`config.mk`:
```
export PLATFORM = sky130hd
export DESIGN_NAME = icache_resp_flat
export DESIGN_NICKNAME = d
export VERILOG_FILES = /design/src/rtl/icache_resp_if.sv /design/src/rtl/icache_resp.sv /design/src/flat_wrapper.sv
export SDC_FILE = /design/constraint.sdc
export NUM_CORES = 2
export LEC_CHECK = 0
export BUFFER_PORTS_ARGS = -buffer_cell sky130_fd_sc_hd__buf_2
export CAP_MARGIN = 30
export CORE_MARGIN = 2
export CORE_UTILIZATION = 35
export CTS_BUF_LIST = sky130_fd_sc_hd__clkbuf_4
export CTS_CLUSTER_DIAMETER = 50
export DETAILED_ROUTE_END_ITERATION = 8
export GPL_TIMING_DRIVEN = 0
export HOLD_SLACK_MARGIN = 0.08
export PLACE_DENSITY = 0.52
export SYNTH_ARGS = -nofsm -noshare
export SYNTH_HDL_FRONTEND = slang
export SYNTH_SLANG_ARGS = --single-unit
```
`constraint.sdc`:
```
create_clock -name clk -period 3.1 [get_ports clk]
set_input_delay 0 -clock clk [delete_from_list [all_inputs] [get_ports clk]]
set_output_delay 0 -clock clk [all_outputs]
set_load 0.01 [all_outputs]
```
`src/rtl/icache_resp_if.sv`:
```
// ---------------------------------------------------------------------------
// icache_resp_if
// Bundles the fetch-side handshake and the memory-side refill port of the
// instruction cache.
//   Fetch side : read_flag/addr/flush in, read_data/busy/done out.
//   Memory side: mem_read/mem_addr out, mem_rdata/mem_done in.
// Modports:
//   slave  - the cache (icache_resp)
//   master - the environment: fetch stage plus memory arbiter
// ---------------------------------------------------------------------------
interface icache_resp_if;
    logic        read_flag;
    logic [31:0] addr;
    logic [31:0] read_data;
    logic        busy;
    logic        done;
    logic        flush;
    logic        mem_read;
    logic [31:0] mem_addr;
    logic [31:0] mem_rdata;
    logic        mem_done;

    modport slave (
        input  read_flag, addr, flush, mem_rdata, mem_done,
        output read_data, busy, done, mem_read, mem_addr
    );

    modport master (
        output read_flag, addr, flush, mem_rdata, mem_done,
        input  read_data, busy, done, mem_read, mem_addr
    );
endinterface

```
`src/rtl/icache_resp.sv`:
```
// ---------------------------------------------------------------------------
// icache_resp
// Direct-mapped, read-only instruction cache. A hit answers one cycle after
// the request edge. A miss refills the whole line one word at a time,
// in ascending order, from the memory port, then answers.
// Ports:
//   clk  - clock, all state on the rising edge
//   rst  - asynchronous active-low reset
//   bus  - icache_resp_if.slave (fetch handshake + memory refill port)
// Parameters:
//   LINES - number of lines (power of two, >= 2)
//   WORDS - 32-bit words per line (power of two, >= 2)
// ---------------------------------------------------------------------------
module icache_resp #(
    parameter int LINES = 16,
    parameter int WORDS = 4
) (
    input  logic          clk,
    input  logic          rst,
    icache_resp_if.slave  bus
);
    localparam int INDEX_BITS = $clog2(LINES);
    localparam int OFF_BITS   = $clog2(WORDS);
    localparam int TAG_BITS   = 32 - 2 - OFF_BITS - INDEX_BITS;

    typedef enum logic [1:0] {
        ST_IDLE,
        ST_REFILL,
        ST_RESP
    } state_e;

    // Request address fields, split straight off the fetch address
    logic [OFF_BITS-1:0]   in_off;
    logic [INDEX_BITS-1:0] in_idx;
    logic [TAG_BITS-1:0]   in_tag;

    assign in_off = bus.addr[OFF_BITS+1:2];
    assign in_idx = bus.addr[OFF_BITS+INDEX_BITS+1:OFF_BITS+2];
    assign in_tag = bus.addr[31:OFF_BITS+INDEX_BITS+2];

    // Registered state
    state_e                state_q,    state_d;
    logic [TAG_BITS-1:0]   req_tag_q,  req_tag_d;
    logic [INDEX_BITS-1:0] req_idx_q,  req_idx_d;
    logic [OFF_BITS-1:0]   req_off_q,  req_off_d;
    logic [OFF_BITS-1:0]   cnt_q,      cnt_d;
    logic [LINES-1:0]      valid_q,    valid_d;
    logic                  pend_q,     pend_d;
    logic [31:0]           read_data_q, read_data_d;

    // Line storage
    logic [TAG_BITS-1:0]   tag_mem  [LINES];
    logic [31:0]           data_mem [LINES][WORDS];

    logic                  data_we;
    logic                  tag_we;
    logic                  hit;

    logic                  busy_o;
    logic                  done_o;
    logic                  mem_read_o;
    logic [31:0]           mem_addr_o;

    // A flush sampled on the request edge invalidates everything first, so
    // the same-edge request must be treated as a miss.
    assign hit = valid_q[in_idx] && (tag_mem[in_idx] == in_tag) && !bus.flush;

    always_comb begin
        // NOTE: every variable gets a default before the case so no path
        // leaves one unassigned; that is what keeps this block latch-free.
        state_d     = state_q;
        req_tag_d   = req_tag_q;
        req_idx_d   = req_idx_q;
        req_off_d   = req_off_q;
        cnt_d       = cnt_q;
        valid_d     = valid_q;
        pend_d      = pend_q;
        read_data_d = read_data_q;
        data_we     = 1'b0;
        tag_we      = 1'b0;
        busy_o      = 1'b0;
        done_o      = 1'b0;
        mem_read_o  = 1'b0;
        mem_addr_o  = '0;

        case (state_q)
            ST_IDLE: begin
                if (bus.flush) begin
                    valid_d = '0;
                end
                if (bus.read_flag) begin
                    req_tag_d = in_tag;
                    req_idx_d = in_idx;
                    req_off_d = in_off;
                    if (hit) begin
                        read_data_d = data_mem[in_idx][in_off];
                        state_d     = ST_RESP;
                    end else begin
                        // Line is invalid until its last word lands, so an
                        // aborted refill never leaves a half-filled line valid.
                        valid_d[in_idx] = 1'b0;
                        cnt_d           = '0;
                        state_d         = ST_REFILL;
                    end
                end
            end

            ST_REFILL: begin
                busy_o     = 1'b1;
                mem_read_o = 1'b1;
                // Concatenation, not addition: the top line wraps to
                // 0xFFFF_FFFC with no carry out of bit 31.
                mem_addr_o = {req_tag_q, req_idx_q, cnt_q, 2'b00};
                if (bus.flush) begin
                    pend_d = 1'b1;
                end
                if (bus.mem_done) begin
                    data_we = 1'b1;
                    if (cnt_q == req_off_q) begin
                        read_data_d = bus.mem_rdata;
                    end
                    cnt_d = cnt_q + 1'b1;
                    // WORDS is a power of two: all-ones is the last word
                    if (&cnt_q) begin
                        valid_d[req_idx_q] = 1'b1;
                        tag_we             = 1'b1;
                        state_d            = ST_RESP;
                    end
                end
            end

            ST_RESP: begin
                done_o  = 1'b1;
                state_d = ST_IDLE;
                // Deferred flush takes effect only after the response,
                // so the refilled data is delivered intact.
                if (pend_q || bus.flush) begin
                    valid_d = '0;
                end
                pend_d = 1'b0;
            end

            default: begin
                state_d = ST_IDLE;
            end
        endcase
    end

    // Control state: cleared asynchronously so mem_read/busy/done drop the
    // moment rst goes low, even mid-refill.
    always_ff @(posedge clk or negedge rst) begin
        if (!rst) begin
            state_q     <= ST_IDLE;
            req_tag_q   <= '0;
            req_idx_q   <= '0;
            req_off_q   <= '0;
            cnt_q       <= '0;
            valid_q     <= '0;
            pend_q      <= 1'b0;
            read_data_q <= '0;
        end else begin
            // NOTE: non-blocking assignments so every flop samples the
            // pre-edge value of every other flop, independent of order.
            state_q     <= state_d;
            req_tag_q   <= req_tag_d;
            req_idx_q   <= req_idx_d;
            req_off_q   <= req_off_d;
            cnt_q       <= cnt_d;
            valid_q     <= valid_d;
            pend_q      <= pend_d;
            read_data_q <= read_data_d;
        end
    end

    // NOTE: tag and data arrays are deliberately not reset; the valid bits
    // gate every use, and leaving them unreset lets them map to RAM.
    always_ff @(posedge clk) begin
        if (data_we) begin
            data_mem[req_idx_q][cnt_q] <= bus.mem_rdata;
        end
        if (tag_we) begin
            tag_mem[req_idx_q] <= req_tag_q;
        end
    end

    assign bus.read_data = read_data_q;
    assign bus.busy      = busy_o;
    assign bus.done      = done_o;
    assign bus.mem_read  = mem_read_o;
    assign bus.mem_addr  = mem_addr_o;

endmodule

```
`src/flat_wrapper.sv`:
```
// flat-port wrapper written by rule: the top's interface ports become plain ports
module icache_resp_flat 
#(
    parameter int LINES = 16,
    parameter int WORDS = 4
)
  (clk, rst, bus_read_flag, bus_addr, bus_flush, bus_mem_rdata, bus_mem_done, bus_read_data, bus_busy, bus_done, bus_mem_read, bus_mem_addr);
  icache_resp_if bus_i ();
  input  logic clk;
  input  logic rst;
  input wire logic [$bits(bus_i.read_flag)-1:0] bus_read_flag;
  input wire logic [$bits(bus_i.addr)-1:0] bus_addr;
  input wire logic [$bits(bus_i.flush)-1:0] bus_flush;
  input wire logic [$bits(bus_i.mem_rdata)-1:0] bus_mem_rdata;
  input wire logic [$bits(bus_i.mem_done)-1:0] bus_mem_done;
  output wire logic [$bits(bus_i.read_data)-1:0] bus_read_data;
  output wire logic [$bits(bus_i.busy)-1:0] bus_busy;
  output wire logic [$bits(bus_i.done)-1:0] bus_done;
  output wire logic [$bits(bus_i.mem_read)-1:0] bus_mem_read;
  output wire logic [$bits(bus_i.mem_addr)-1:0] bus_mem_addr;
  assign bus_i.read_flag = bus_read_flag;
  assign bus_i.addr = bus_addr;
  assign bus_i.flush = bus_flush;
  assign bus_i.mem_rdata = bus_mem_rdata;
  assign bus_i.mem_done = bus_mem_done;
  assign bus_read_data = bus_i.read_data;
  assign bus_busy = bus_i.busy;
  assign bus_done = bus_i.done;
  assign bus_mem_read = bus_i.mem_read;
  assign bus_mem_addr = bus_i.mem_addr;
  icache_resp #(.LINES(LINES), .WORDS(WORDS)) u_core (.clk(clk), .rst(rst), .bus(bus_i));
endmodule
```
==> results.json <==
{
  "outcome": "finished with violations",
  "violations": "setup timing",
  "ys_seq_area_share_pct": 76.7,
  "synthTopCellsByArea": "edfxtp_1, mux4_2, dfrtp_1",
  "vias_per_cell": 5.37,
  "clock_sinks": 2515,
  "grt_usage_pct": 20.9,
  "routedWlPerCell_um": 31.1,
  "max_freq_mhz": 291,
  "grt_pass1_vias": 53100,
  "die_h_um": 533,
  "syn_area_mm2": 0.0980,
  "ff2ff_path_depth": 12,
  "crit_end": "u_core.bus.read_data[26]",
  "synth.distinct_cells": 72,
  "busiest_layer": "met2",
  "use_met3_pct": 4.14,
  "cts-root-to-sink-buffers": 4,
  "grt_setup_unrepaired": "yes",
  "fin_skew_ps": 185,
  "ys_warn_count": 0,
  "ys_ff_latch": 2515,
  "syn_area_per_cell_um2": 23.1,
  "worst_setup_path_start_kind": "input port",
  "gp_congestion": 0.908,
  "detail-route-antenna-nets": 0,
  "grt_pass1_wl_mm": 415,
  "tightestPinTransition_ps": 1110,
  "vias": 51700,
  "worstReg2RegEnd": "u_core.bus.read_data[29]",
  "hold_depth": 4,
  "slew_headroom_pct": 26.1,
  "grt-ovfl-total": 0,
  "grtUsageMet2_pct": 32.9,
  "hold_class": "input port to flip-flop",
  "hold_viol_final": 0,
  "worstSetupEndpointType": "flip-flop",
  "cp_slowest_cell": "clkbuf_1",
  "drcViolationCount": 0,
  "cts_root_buf": "clkbuf_4",
  "p_leak_nw": 38.8,
  "portBuffers": 123,
  "cts_max_level": 6,
  "ir_worst_vdd_mv": 0.324,
  "die_area_mm2": 0.284,
  "cp.depth": 13,
  "hold_slack_ps": 251,
  "crit_family": "buffers and inverters",
  "path_cells": "buf_2 -> buf_2 -> buf_4 -> buf_2 -> clkbuf_1 -> buf_8 -> clkbuf_1 -> mux4_2 -> mux4_2 -> mux4_2 -> nand2_1 -> nand2_1 -> mux2_4",
  "synth-edff-count": 2432,
  "async_flop_share_pct": 3.30,
  "clkTransAtPathRegs_ps": 60,
  "layout-drive-gt1-share_pct": 42.1,
  "timing.reg2reg.setup_slack_ps": -260,
  "fp.dieW_um": 533,
  "total_power_w": 0.0778,
  "fin_crit_ps": 3430,
  "fin_nets": 5513,
  "critPathBufInv": 7,
  "ys.flop_type": "edfxtp_1",
  "antenna_found_initial": 25,
  "layout_setup_ws_ps": -335,
  "cp_data_arrival_time_ps": 4650,
  "slew_violations": 0,
  "wirelength_mm": 300,
  "cts_buffers": 646,
  "drt_iter0_drc": 5974,
  "clkLatencyLatePin_ps": 1340,
  "critPathRequiredTime_ps": 4310,
  "worstSetupPathType": "input port to flip-flop",
  "netlist.area_leader.share_pct": 74.6,
  "grt.met1_usage_pct": 28.3,
  "syn_inst": 4236,
  "hpwl_mm": 202,
  "area_delta_synth_final_pct": 21.5,
  "cap_violations": 0,
  "setup_violations": 32,
  "path_max_fanout": 10,
  "core_mm2": 0.279,
  "initial_core_util_pct": 35.1,
  "drt_first_pass_iters": 5,
  "design.portCount": 136,
  "worstReg2RegStart": "u_core.tag_mem[7][3]",
  "max_stage_delay_ps": 660,
  "powerDensity_mw_per_mm2": 653,
  "grt_max_degree": 58,
  "crit_start": "bus_addr[5]",
  "post-route-period-util_pct": 111,
  "cts_tree": "yes",
  "placement_rows": 194,
  "synth_largest_area_cell": "edfxtp_1"
}
-- kinds of logic after synthesis --
group	count (synthesis)	synth area share (%)
compound gates	163	1.26
fa+ha+maj	8	0.102
xor+xnor	21	0.188
mux	893	18.6
buf+inv	252	1.39
simple gates	383	1.76
flops	2515	76.7
other cells	1	0.00383
-- sequential cells by signal, summed over array words and instances, names as in the netlist --
register / cells
u_core.pend_q: 1
u_core.data_mem: 2048
u_core.tag_mem: 384
u_core.bus.read_data: 32
u_core.state_q: 2
u_core.req_tag_q: 24
u_core.req_idx_q: 4
u_core.req_off_q: 2
u_core.cnt_q: 2
u_core.valid_q: 16
-- worst min path at each step --
stage | to | startpoint | slack (ps)
CTS | u_core.cnt_q[1] | bus_addr[7] | 80
finish | u_core.req_tag_q[12] | bus_addr[20] | 250
global placement | u_core.req_tag_q[10] | bus_addr[18] | 270
floorplan | u_core.bus.read_data[0] | rst | -300
global route | u_core.req_tag_q[8] | bus_addr[16] | 190
detailed placement | u_core.req_tag_q[6] | rst | 30
-- cells in the final DEF, fill, tap and decap left out, drive strengths merged, types with 8 or more instances in the layout --
cell type,n
dlygate4sd3,157
xnor2,13
bufinv,13
ha,8
and2,35
mux2i,92
nor2b,12
a22oi,20
dfrtp,83
edfxtp,2432
o211ai,25
clkdlybuf4s15,8
mux2,74
nor2,102
diode,12
o21ai,20
xor2,8
nand4,8
clkinv,84
nand2b,9
buf,513
a21oi,14
nand2,168
mux4,727
clkbuf,1076
o311ai,13
a22o,8
inv,40
nand3,28
a221oi,8
clkinvlp,9
-- metrics by stage --
| stage | utilization [%] | worst slack, ps | cell area, um2 | std cells | TNS, ps |
|---|---|---|---|---|---|
| after CTS | 42.4 | -235 | 118000 | 9557 | -5820 |
| after detailed placement | 38.3 | -2200 | 107000 | 8236 | -825020 |
| after global routing | 42.7 | -316 | 119000 | 9614 | -8110 |
| after floorplan | - | -237 | 98000 | 4237 | -320720 |
| final | 42.7 | -335 | 119000 | 9623 | -6970 |
| after global placement | 37.0 | -2950 | 103000 | 8084 | -5694650 |
-- Yosys cell counts (6+ instances only) --
library cell  count
a211oi_1          6
a21oi_1          13
a221oi_1          6
a22o_1            8
a22oi_1          20
a31oi_1           7
and2_1           35
buf_1            36
buf_2            30
buf_4            39
buf_6            22
clkbuf_1        101
dfrtp_1          83
edfxtp_1       2432
ha_1              8
inv_1            18
mux2_2           43
mux2_4           30
mux2i_1          92
mux4_2          727
nand2_1         168
nand2b_1          9
nand3_1          28
nand4_1           8
nor2_1          100
nor2b_1          12
nor3_1            6
o211ai_1         25
o21ai_0          18
o22ai_1           7
o311ai_0         13
xnor2_1          13
xor2_1            8
-- final cells by class --
type | instances | area, um2
tap | 3724 | 4660
timing repair buffer | 549 | 7160
buffer | 233 | 1470
fill | 24400 | 160000
antenna | 12 | 30.0
multi-input combinational | 1472 | 22300
sequential | 2515 | 75100
clock buffer | 972 | 7300
clock inverter | 127 | 936
inverter | 19 | 71.3
-- power breakdown --
part / total, W / leakage [nW] / internal, W / switching, W
registers: 0.0401 / 22.9 / 0.0388 / 0.00131
clock network: 0.0287 / 4.92 / 0.0153 / 0.0134
logic: 0.00895 / 11.0 / 0.00358 / 0.00536
total: 0.0778 / 38.8 / 0.0577 / 0.0201
-- worst reg2reg max path, cell delays in order (launching register included) --
cell and delay [ps]:
edfxtp_1 370, mux4_2 500, mux2i_4 210, xor2_2 250
a31oi_2 160, a221oi_2 340, nor4b_2 260, nand4_1 270
a21oi_4 230, buf_12 150, buf_12 160, clkbuf_16 160
mux2_4 290
-- repair_timing --
item                                     CTS  global route
gates cloned                               3             3
pin swaps                                 35            30
setup buffers                             41            43
hold endpoints to repair                2978             0
endpoints found under the setup margin  2011           428
resized for setup                         95            27
hold buffers                             178             0
-- per-layer routing --
metal | part of all wire, % | vias up
met1 | 41 | 27700
li1 | - | 20900
met4 | 4.1 | 4
met5 | 0.0090 | -
met2 | 47 | 2477
met3 | 7.8 | 522
Note: power is estimated with default switching activity, not from simulation.
